===== src/rtl/core_run_ctrl.sv =====
// core_run_ctrl: run controller for the pipelined RISC-V core.
// Holds the core in reset for RESET_CYCLES after a start pulse, then lets it
// run for at most MAX_CYCLES while watching core_out for PASS_VALUE.
// Reports pass or timeout together with the number of RUN cycles used.
// Optional trace FIFO of {cycle_count, core_out} changes: define
// CORE_RUN_TRACE_EN to build it; without it the trace outputs are tied to 0.
module core_run_ctrl #(
  parameter int              XLEN         = 32,
  parameter int              RESET_CYCLES = 2,
  parameter int              MAX_CYCLES   = 100,
  parameter logic [XLEN-1:0] PASS_VALUE   = XLEN'(32'h0000_0001),
  parameter int              CNT_W        = 16,
  parameter int              TRACE_DEPTH  = 8
) (
  input  logic                  clk_signal,
  input  logic                  reset,
  input  logic                  start,
  input  logic [XLEN-1:0]       core_out,
  output logic                  core_reset,
  output logic                  run_en,
  output logic                  busy,
  output logic                  done,
  output logic                  pass,
  output logic                  timeout,
  output logic [CNT_W-1:0]      cycle_count,
  output logic [XLEN-1:0]       last_out,
  input  logic                  trace_rd_en,
  output logic                  trace_valid,
  output logic [CNT_W+XLEN-1:0] trace_data,
  output logic                  trace_ovf
);

  localparam int HOLD_W = (RESET_CYCLES > 1) ? $clog2(RESET_CYCLES) : 1;

  typedef enum logic [1:0] {IDLE, RST_HOLD, RUN, DONE} state_t;

  state_t            state;
  logic [HOLD_W-1:0] hold_cnt;

  // Run sequencer: state and every status output updated together.
  // NOTE: all state uses non-blocking assignments so every flop sees pre-edge values.
  always_ff @(posedge clk_signal) begin
    if (reset) begin
      state       <= IDLE;
      core_reset  <= 1'b1;
      run_en      <= 1'b0;
      busy        <= 1'b0;
      done        <= 1'b0;
      pass        <= 1'b0;
      timeout     <= 1'b0;
      cycle_count <= '0;
      last_out    <= '0;
      hold_cnt    <= '0;
    end else if (start) begin
      // A start from any state (re)enters the reset hold with clean status.
      state       <= RST_HOLD;
      core_reset  <= 1'b1;
      run_en      <= 1'b0;
      busy        <= 1'b1;
      done        <= 1'b0;
      pass        <= 1'b0;
      timeout     <= 1'b0;
      cycle_count <= '0;
      last_out    <= '0;
      hold_cnt    <= '0;
    end else begin
      case (state)
        IDLE: begin
        end
        RST_HOLD: begin
          if (hold_cnt == HOLD_W'(RESET_CYCLES - 1)) begin
            state      <= RUN;
            core_reset <= 1'b0;
            run_en     <= 1'b1;
          end else begin
            hold_cnt <= hold_cnt + 1'b1;
          end
        end
        RUN: begin
          last_out <= core_out;
          if (core_out == PASS_VALUE) begin
            // Pass is checked first so it wins over budget exhaustion.
            state      <= DONE;
            core_reset <= 1'b1;
            run_en     <= 1'b0;
            busy       <= 1'b0;
            done       <= 1'b1;
            pass       <= 1'b1;
          end else if (cycle_count == CNT_W'(MAX_CYCLES - 1)) begin
            state      <= DONE;
            core_reset <= 1'b1;
            run_en     <= 1'b0;
            busy       <= 1'b0;
            done       <= 1'b1;
            timeout    <= 1'b1;
          end else begin
            cycle_count <= cycle_count + 1'b1;
          end
        end
        DONE: begin
        end
        default: state <= IDLE;
      endcase
    end
  end

`ifdef CORE_RUN_TRACE_EN
  localparam int PTR_W = $clog2(TRACE_DEPTH);

  logic [CNT_W+XLEN-1:0] trace_mem [TRACE_DEPTH];
  logic [PTR_W-1:0]      wr_ptr;
  logic [PTR_W-1:0]      rd_ptr;
  logic [PTR_W:0]        fill;
  logic                  push_req;
  logic                  do_push;
  logic                  do_pop;

  // A start in the same cycle clears the FIFO, so it suppresses the push.
  assign push_req = (state == RUN) && !start &&
                    ((cycle_count == '0) || (core_out != last_out));
  assign do_pop   = trace_rd_en && (fill != '0);
  assign do_push  = push_req && ((fill != (PTR_W+1)'(TRACE_DEPTH)) || do_pop);

  // FIFO bookkeeping: pointers wrap naturally at the power-of-two depth.
  always_ff @(posedge clk_signal) begin
    if (reset || start) begin
      wr_ptr    <= '0;
      rd_ptr    <= '0;
      fill      <= '0;
      trace_ovf <= 1'b0;
    end else begin
      if (do_push) wr_ptr <= wr_ptr + 1'b1;
      if (do_pop)  rd_ptr <= rd_ptr + 1'b1;
      fill <= fill + (PTR_W+1)'(do_push) - (PTR_W+1)'(do_pop);
      if (push_req && !do_push) trace_ovf <= 1'b1;
    end
  end

  // Trace storage write port.
  // NOTE: the array has no reset; only pointers matter, and this keeps it RAM-mappable.
  always_ff @(posedge clk_signal) begin
    if (do_push) trace_mem[wr_ptr] <= {cycle_count, core_out};
  end

  assign trace_valid = (fill != '0);
  assign trace_data  = trace_valid ? trace_mem[rd_ptr] : '0;
`else
  logic unused_trace;

  assign unused_trace = trace_rd_en & (TRACE_DEPTH > 1);
  assign trace_valid  = 1'b0;
  assign trace_data   = '0;
  assign trace_ovf    = 1'b0;
`endif

endmodule


===== config.mk =====
export PLATFORM = sky130hd
export DESIGN_NAME = core_run_ctrl
export DESIGN_NICKNAME = d
export VERILOG_FILES = /design/src/rtl/core_run_ctrl.sv
export SDC_FILE = /design/constraint.sdc
export NUM_CORES = 1
export LEC_CHECK = 0
export BUFFER_PORTS_ARGS = -buffer_cell sky130_fd_sc_hd__buf_2
export CAP_MARGIN = 20
export CORE_MARGIN = 2
export CORE_UTILIZATION = 25
export CTS_BUF_LIST = sky130_fd_sc_hd__clkbuf_4 sky130_fd_sc_hd__clkbuf_8 sky130_fd_sc_hd__clkbuf_16
export DETAILED_ROUTE_END_ITERATION = 12
export GPL_TIMING_DRIVEN = 1
export HOLD_SLACK_MARGIN = 0.05
export SYNTH_ARGS = -nofsm -noshare
export SYNTH_HDL_FRONTEND = slang
export SYNTH_SLANG_ARGS = --single-unit
export TNS_END_PERCENT = 100

===== constraint.sdc =====
create_clock -name clk_signal -period 1.8 [get_ports clk_signal]
set_clock_uncertainty 0.1 [all_clocks]
set_input_delay 0.18 -clock clk_signal [delete_from_list [all_inputs] [get_ports clk_signal]]
set_output_delay 0.18 -clock clk_signal [all_outputs]
set_load 0.02 [all_outputs]

==> run_results.csv, run 1 <==
group,metric,value,unit
outcome,status,"finished with violations",
outcome,failed_checks,"negative setup slack",
power_and_ir_drop,power,0.00291,W
final_layout,antenna_cells,0,
global_routing,grt_use_total,12.7,%
global_routing,grt_pass1_wl,11600,um
die,die_w,108,um
route,drt_iter0_markers,158,
synth,ys_ff_latch,57,
synth,synthArstFlopShare,0,%
clocking,cts.sinks,57,
die,coreArea,10400,um^2
final_layout,area_growth,46.9,%
final_layout,seq_area,1160,um^2
sta,finalCritPeriodShare,103,%
power_and_ir_drop,p_per_area,739,nW/um^2
worst_setup_path,path_cells,"ha_4, nor3b_2, nand4_1, buf_4, o211ai_4, buf_6, or3_4, a21oi_2",
worst_setup_path,required,1.98,ns
route,routedWlPerCell,12.6,um
power_and_ir_drop,pwr-share-clk,47.6,%
synth,synth_top_cell_area_share,42.5,%
power_and_ir_drop,p_sw,0.000708,W
synth,synth_flop_cell,"dfxtp_1",
sta,whs,0.353,ns
synth,synth.cell_area,2680,um^2
synth,syn_inst,338,
worst_setup_path,critPathKind,"reg2reg",
final_layout,fin_area,3940,um^2
placed_design,dpl_cell_area,3200,um^2
worst_setup_path,max_stage_delay,0.37,ns
sta,setup_violations,3,
global_routing,grt_pass1_vias,2536,
clocking,clk_path_buf_depth,2,
power_and_ir_drop,leakagePower,1.65,nW
clocking,htreeDepth,3,
final_layout,nNetsFinal,519,
die,rows,37,
run,drv_cap,0,
sta,finalCriticalPeriod,1.86,ns
sta,final_max_slew_viol_count,0,
final_layout,final_layout_size_suffix_gt1_share,32.9,%
synth,synth_warnings,0,
route,dr.pass1.iters,5,
synth,ys_types,39,
synth,synthTopCellsByArea,"dfxtp_1, buf_4, nand2_1",
worst_setup_path,cp-end-kind,"flop",
die,initial_core_util,25.9,%
power_and_ir_drop,p_int,0.00221,W
sta,max_freq,0.537,GHz
synth,synth_edf_count,0,
clocking,clkLatencyLatePin,0.34,ns
final_layout,n_fill_cell,1070,
placed_design,post-place-ws,-0.0966,ns
clocking,numCtsBuffers,9,
synth,avgSynthCellArea,7.94,um^2
route,viasPerCell,4.44,
route,vias,2769,
power_and_ir_drop,p_comb_share,8.9,%
worst_setup_path,path_max_fanout,6,
synth,synth_common_cells,"nand2_1, dfxtp_1, buf_4",
power_and_ir_drop,switching_share,24.3,%
route,remaining_drc_errors,0,
hold_path,hold_class,"reg2reg",
sta,hold_viol_final,0,
final_layout,multi_input_area,1370,um^2
final_layout,finalNonFillerCells,623,
placed_design,dp_cells,567,
sta,finalWorstSetupSlack,-0.0618,ns
placed_design,port_buffers,88,
die,die_h,108,um
power_and_ir_drop,sequentialPowerShare,43.5,%
global_routing,grt_overflow,0,
placed_design,gp_congestion,0.775,
die,die_area,11600,um^2
clocking,clkTransAtPathRegs,0.08,ns
clocking,cts-root-buf,"clkbuf_8",
worst_setup_path,cp-start-kind,"flop",
synth,synth-seq-area-share,42.5,%
power_and_ir_drop,vdd_drop_max,354,uV
sta,rsz0062_at_grt,"true",
global_routing,antenna_found_initial,0,
clocking,cts_tree,"yes",
route,ant_nets,0,
synth,yosys.area.top_type,"dfxtp_1",
synth,yosysMostFrequentCell,"nand2_1",
worst_setup_path,critPathSlowestCell,"or3_4",
worst_setup_path,cp.arrival,2.04,ns
die,ios,140,
global_routing,grt_max_degree,39,
route,wirelength,7820,um
placed_design,place_hpwl,4980,um
-- final timing paths --
check / slack [ns] / startpoint / cells after the start / end
hold / removal: 0.35 / last_out[11] / 2 / last_out[11]
setup reg to reg: -0.06 / cycle_count[1] / 8 / cycle_count[10]
hold reg to reg: 0.35 / last_out[11] / 2 / last_out[11]
setup / recovery: -0.06 / cycle_count[1] / 8 / cycle_count[10]
-- cell usage in the layout (no fill, tap or decap), types with 2 or more instances in the layout --
master          n
o21a_1          5
buf_2          88
conb_1         50
nor3_1          3
nor4_2          2
or3_1           6
clkbuf_8       11
buf_6           3
nand2_1        73
o21ai_0         8
dfxtp_2         8
dfxtp_1        47
nand4_1         6
or3_4           2
o21ai_1         2
a21oi_1        46
nand3_1         7
buf_4          25
o31ai_1         4
nor4_1          8
bufinv_16       2
a21oi_2         4
a21boi_0        2
nor2_1          9
inv_1           4
or4_1           2
dlygate4sd3_1  34
dfxtp_4         2
clkinv_2        2
-- stage by stage --
| stage | utilization [%] | setup TNS (ns) |
|---|---|---|
| finish | 38.0 | -0.112 |
| floorplan | - | 0 |
| detailed placement | 30.9 | -0.949 |
| global route | 38.0 | -0.777 |
| CTS | 36.7 | 0 |
| global placement | 30.9 | -0.876 |
-- what timing repair did --
item,in CTS,in global routing
hold endpoints to repair,34,0
gates resized for setup,2,30
gates cloned,0,1
setup endpoints to repair,7,21
setup buffers,3,2
pin swaps,3,14
hold buffers,34,0
-- metal layers --
layer / routed length, um / part of all wire [%] / track usage, %
met5: 0 / 0 / 0
met4: 170 / 2.2 / 6.50
met3: 527 / 6.7 / 3.51
met1: 3210 / 41 / 14.4
met2: 3920 / 50 / 21.7
-- power by group through the flow --
stage | Sequential [W] | Clock, W | Combinational, W
final | 0.00127 | 0.00139 | 0.000259
after floorplan | 0.00130 | 0 | 0.000207
after global placement | 0.00130 | 0 | 0.000195
after CTS | 0.00127 | 0.00144 | 0.000253
after global routing | 0.00127 | 0.00149 | 0.000276
after detailed placement | 0.00130 | 0 | 0.000196
-- area by class of cell --
cell class	instances	area share, %
multi-input cells	260	34.7
flip-flops and latches	57	29.4
repair buffers	150	25.4
well taps	136	4.32
clock buffers	11	3.84
clock inverters	5	1.97
inverters	4	0.381
-- logic make-up after synthesis --
| logic type | Yosys count | share of synthesized area [%] |
|---|---|---|
| compound gates | 79 | 16.8 |
| simple gates | 130 | 22.8 |
| other cells | 1 | 0.140 |
| fa+ha+maj | 1 | 0.466 |
| flops | 57 | 42.5 |
| buf+inv | 70 | 17.3 |
-- sequential cells by signal (all words and copies together) (netlist names) --
name         flops
pass             1
cycle_count     16
done             1
last_out        32
state            2
timeout          1
hold_cnt         1
run_en           1
busy             1
core_reset       1
-- worst max-delay path, delay by kind of cell (launching register included) --
kind / cells / cell delay (ns)
and+or+nand+nor: 3 / 0.66
DFF: 1 / 0.33
buffers and inverters: 2 / 0.32
AOI/OAI and AO/OA: 2 / 0.23
adders and majority gates: 1 / 0.15
Note: power is estimated with default switching activity, not from simulation.
==> inputs of run 2 (changes only) <==
Settings changed: BUFFER_PORTS_ARGS -buffer_cell sky130_fd_sc_hd__buf_2 to not set, CORE_UTILIZATION 25 to 56, DONT_BUFFER_PORTS set to 1, PLACE_DENSITY set to 0.74.
==> run_results.csv, run 2 (synthesis gave the netlist of run 1 again) <==
group,metric,value,unit
outcome,status,"completed",
placed_design,gp_congestion,0.779,
run,drv_cap,0,
sta,finalCritPeriodShare,99.3,%
sta,setup_violations,0,
global_routing,gr-usage-met2,43.4,%
power_and_ir_drop,p_per_area,742,nW/um^2
die,rows,25,
sta,finalCriticalPeriod,1.79,ns
sta,hold_viol_final,0,
final_layout,final_layout_size_suffix_gt1_share,19.8,%
worst_setup_path,cp.arrival,1.95,ns
clocking,clkLatencyLatePin,0.33,ns
final_layout,final_util,73.4,%
sta,final_max_slew_viol_count,0,
worst_setup_path,critPathSlowestCell,"dfxtp_2",
route,dr.pass1.iters,4,
sta,rsz0062_at_grt,"true",
global_routing,met3_usage,9.67,%
final_layout,reg.largest.list,"last_out x32, cycle_count x16, state x2",
final_layout,antenna_cells,0,
global_routing,grt_max_degree,39,
placed_design,dpl_cell_area,2770,um^2
route,ant_nets,0,
placed_design,port_buffers,0,
clocking,clkTransAtPathRegs,0.06,ns
final_layout,final_cell_mix,"nand2_1, conb_1, dfxtp_1, a21oi_1, buf_4",
final_layout,fin_area,3420,um^2
sta,relSlewSlack,62.5,%
clocking,htreeDepth,3,
final_layout,area_growth,27.6,%
route,wirelength,6870,um
global_routing,grt_pass1_wl,10100,um
route,remaining_drc_errors,0,
sta,tightest_slew,0.560,ns
die,die_area,5360,um^2
global_routing,grt_use_total,24.6,%
final_layout,mostFrequentLayoutCell,"nand2_1",
clocking,numCtsBuffers,9,
clocking,cts.sinks,57,
clocking,cts_tree,"yes",
worst_setup_path,path_cells,"ha_4, nor3b_1, nand4_1, buf_4, o211ai_4, buf_6, or3_4, a21oi_2",
sta,max_freq,0.559,GHz
route,viasPerCell,5.36,
worst_setup_path,critPathKind,"reg2reg",
global_routing,grt_overflow,0,
global_routing,grt_pass1_vias,2293,
final_layout,nNetsFinal,444,
power_and_ir_drop,power,0.00254,W
global_routing,antenna_found_initial,0,
worst_setup_path,cp-end-kind,"flop",
hold_path,hold_class,"in2reg",
sta,whs,0.315,ns
clocking,cts-root-buf,"clkbuf_8",
power_and_ir_drop,vdd_drop_max,596,uV
global_routing,top_usage_layer,"met2",
worst_setup_path,max_stage_delay,0.33,ns
die,initial_core_util,57.6,%
die,coreArea,4660,um^2
final_layout,regMostFlops,"last_out",
route,drt_iter0_markers,112,
worst_setup_path,required,1.96,ns
placed_design,place_hpwl,4220,um
die,ios,140,
final_layout,n_fill_cell,362,
global_routing,grtUsageMet1,27.0,%
worst_setup_path,path_max_fanout,6,
die,die_w,73.2,um
worst_setup_path,cp-start-kind,"flop",
die,die_h,73.2,um
clocking,clk_path_buf_depth,2,
power_and_ir_drop,leakagePower,1.26,nW
route,routedWlPerCell,14.8,um
route,vias,2483,
final_layout,largest_reg_flops,32,
==> run 2: cell count changes in the layout (fill, tap and decap cells not counted), moves of 2 or more <==
cell,delta
buf_4,+13
bufinv_16,-2
dfxtp_4,-2
clkinv_2,-2
buf_2,-88
==> run 2: final cells by class <==
cell class	instances	area, um^2	area share [%]
inverters	4	15.0	0.439
flip-flops and latches	57	1150	33.7
multi-input cells	260	1360	39.6
repair buffers	75	659	19.3
well taps	54	67.6	1.97
clock buffers	13	173	5.04
==> run 2: path summary, 6_finish.rpt <==
check                           slack, ns         endpoint           start  cells after the start
worst max-delay path                 0.01  cycle_count[12]  cycle_count[1]                      8
worst min-delay path                 0.31             pass    core_out[22]                      5
worst max register to register       0.01  cycle_count[12]  cycle_count[1]                      8
worst min register to register       0.41   cycle_count[3]  cycle_count[3]                      2
==> run 2: per-layer routing <==
metal / share of wire (%) / vias to the layer above
met3: 9.2 / 5
met1: 38 / 1163
li1: - / 1199
met2: 52 / 116
met5: 0 / -
met4: 0.77 / 0
==> run 2: worst max-delay path, delay by kind of cell (launching register included) <==
| kind | cells | cell delay [ns] |
|---|---|---|
| fa+ha+maj | 1 | 0.16 |
| simple gates | 3 | 0.61 |
| buf+inv | 2 | 0.30 |
| flops | 1 | 0.33 |
| compound gates | 2 | 0.22 |
==> run 2: metrics by stage <==
stage | setup slack (ns) | std cells | setup TNS (ns)
floorplan | 0.0160 | 387 | 0
global placement | -0.0330 | 411 | -0.108
detailed placement | -0.0678 | 411 | -0.277
CTS | 0.0206 | 461 | 0
global route | -0.0363 | 463 | -0.203
finish | 0.0125 | 463 | 0
==> run 2: repair_timing <==
item	in CTS	in global routing
endpoints found under the hold margin	40	0
resized for setup	4	25
cloned	0	1
setup buffers	3	1
hold buffers	34	0
setup endpoints to repair	8	19
pin swaps	0	15
==> run 2: where the power goes <==
group / switching [W] / internal (W)
sequential: 0.00000778 / 0.00127
clock: 0.000455 / 0.000604
combinational: 0.000141 / 0.0000660
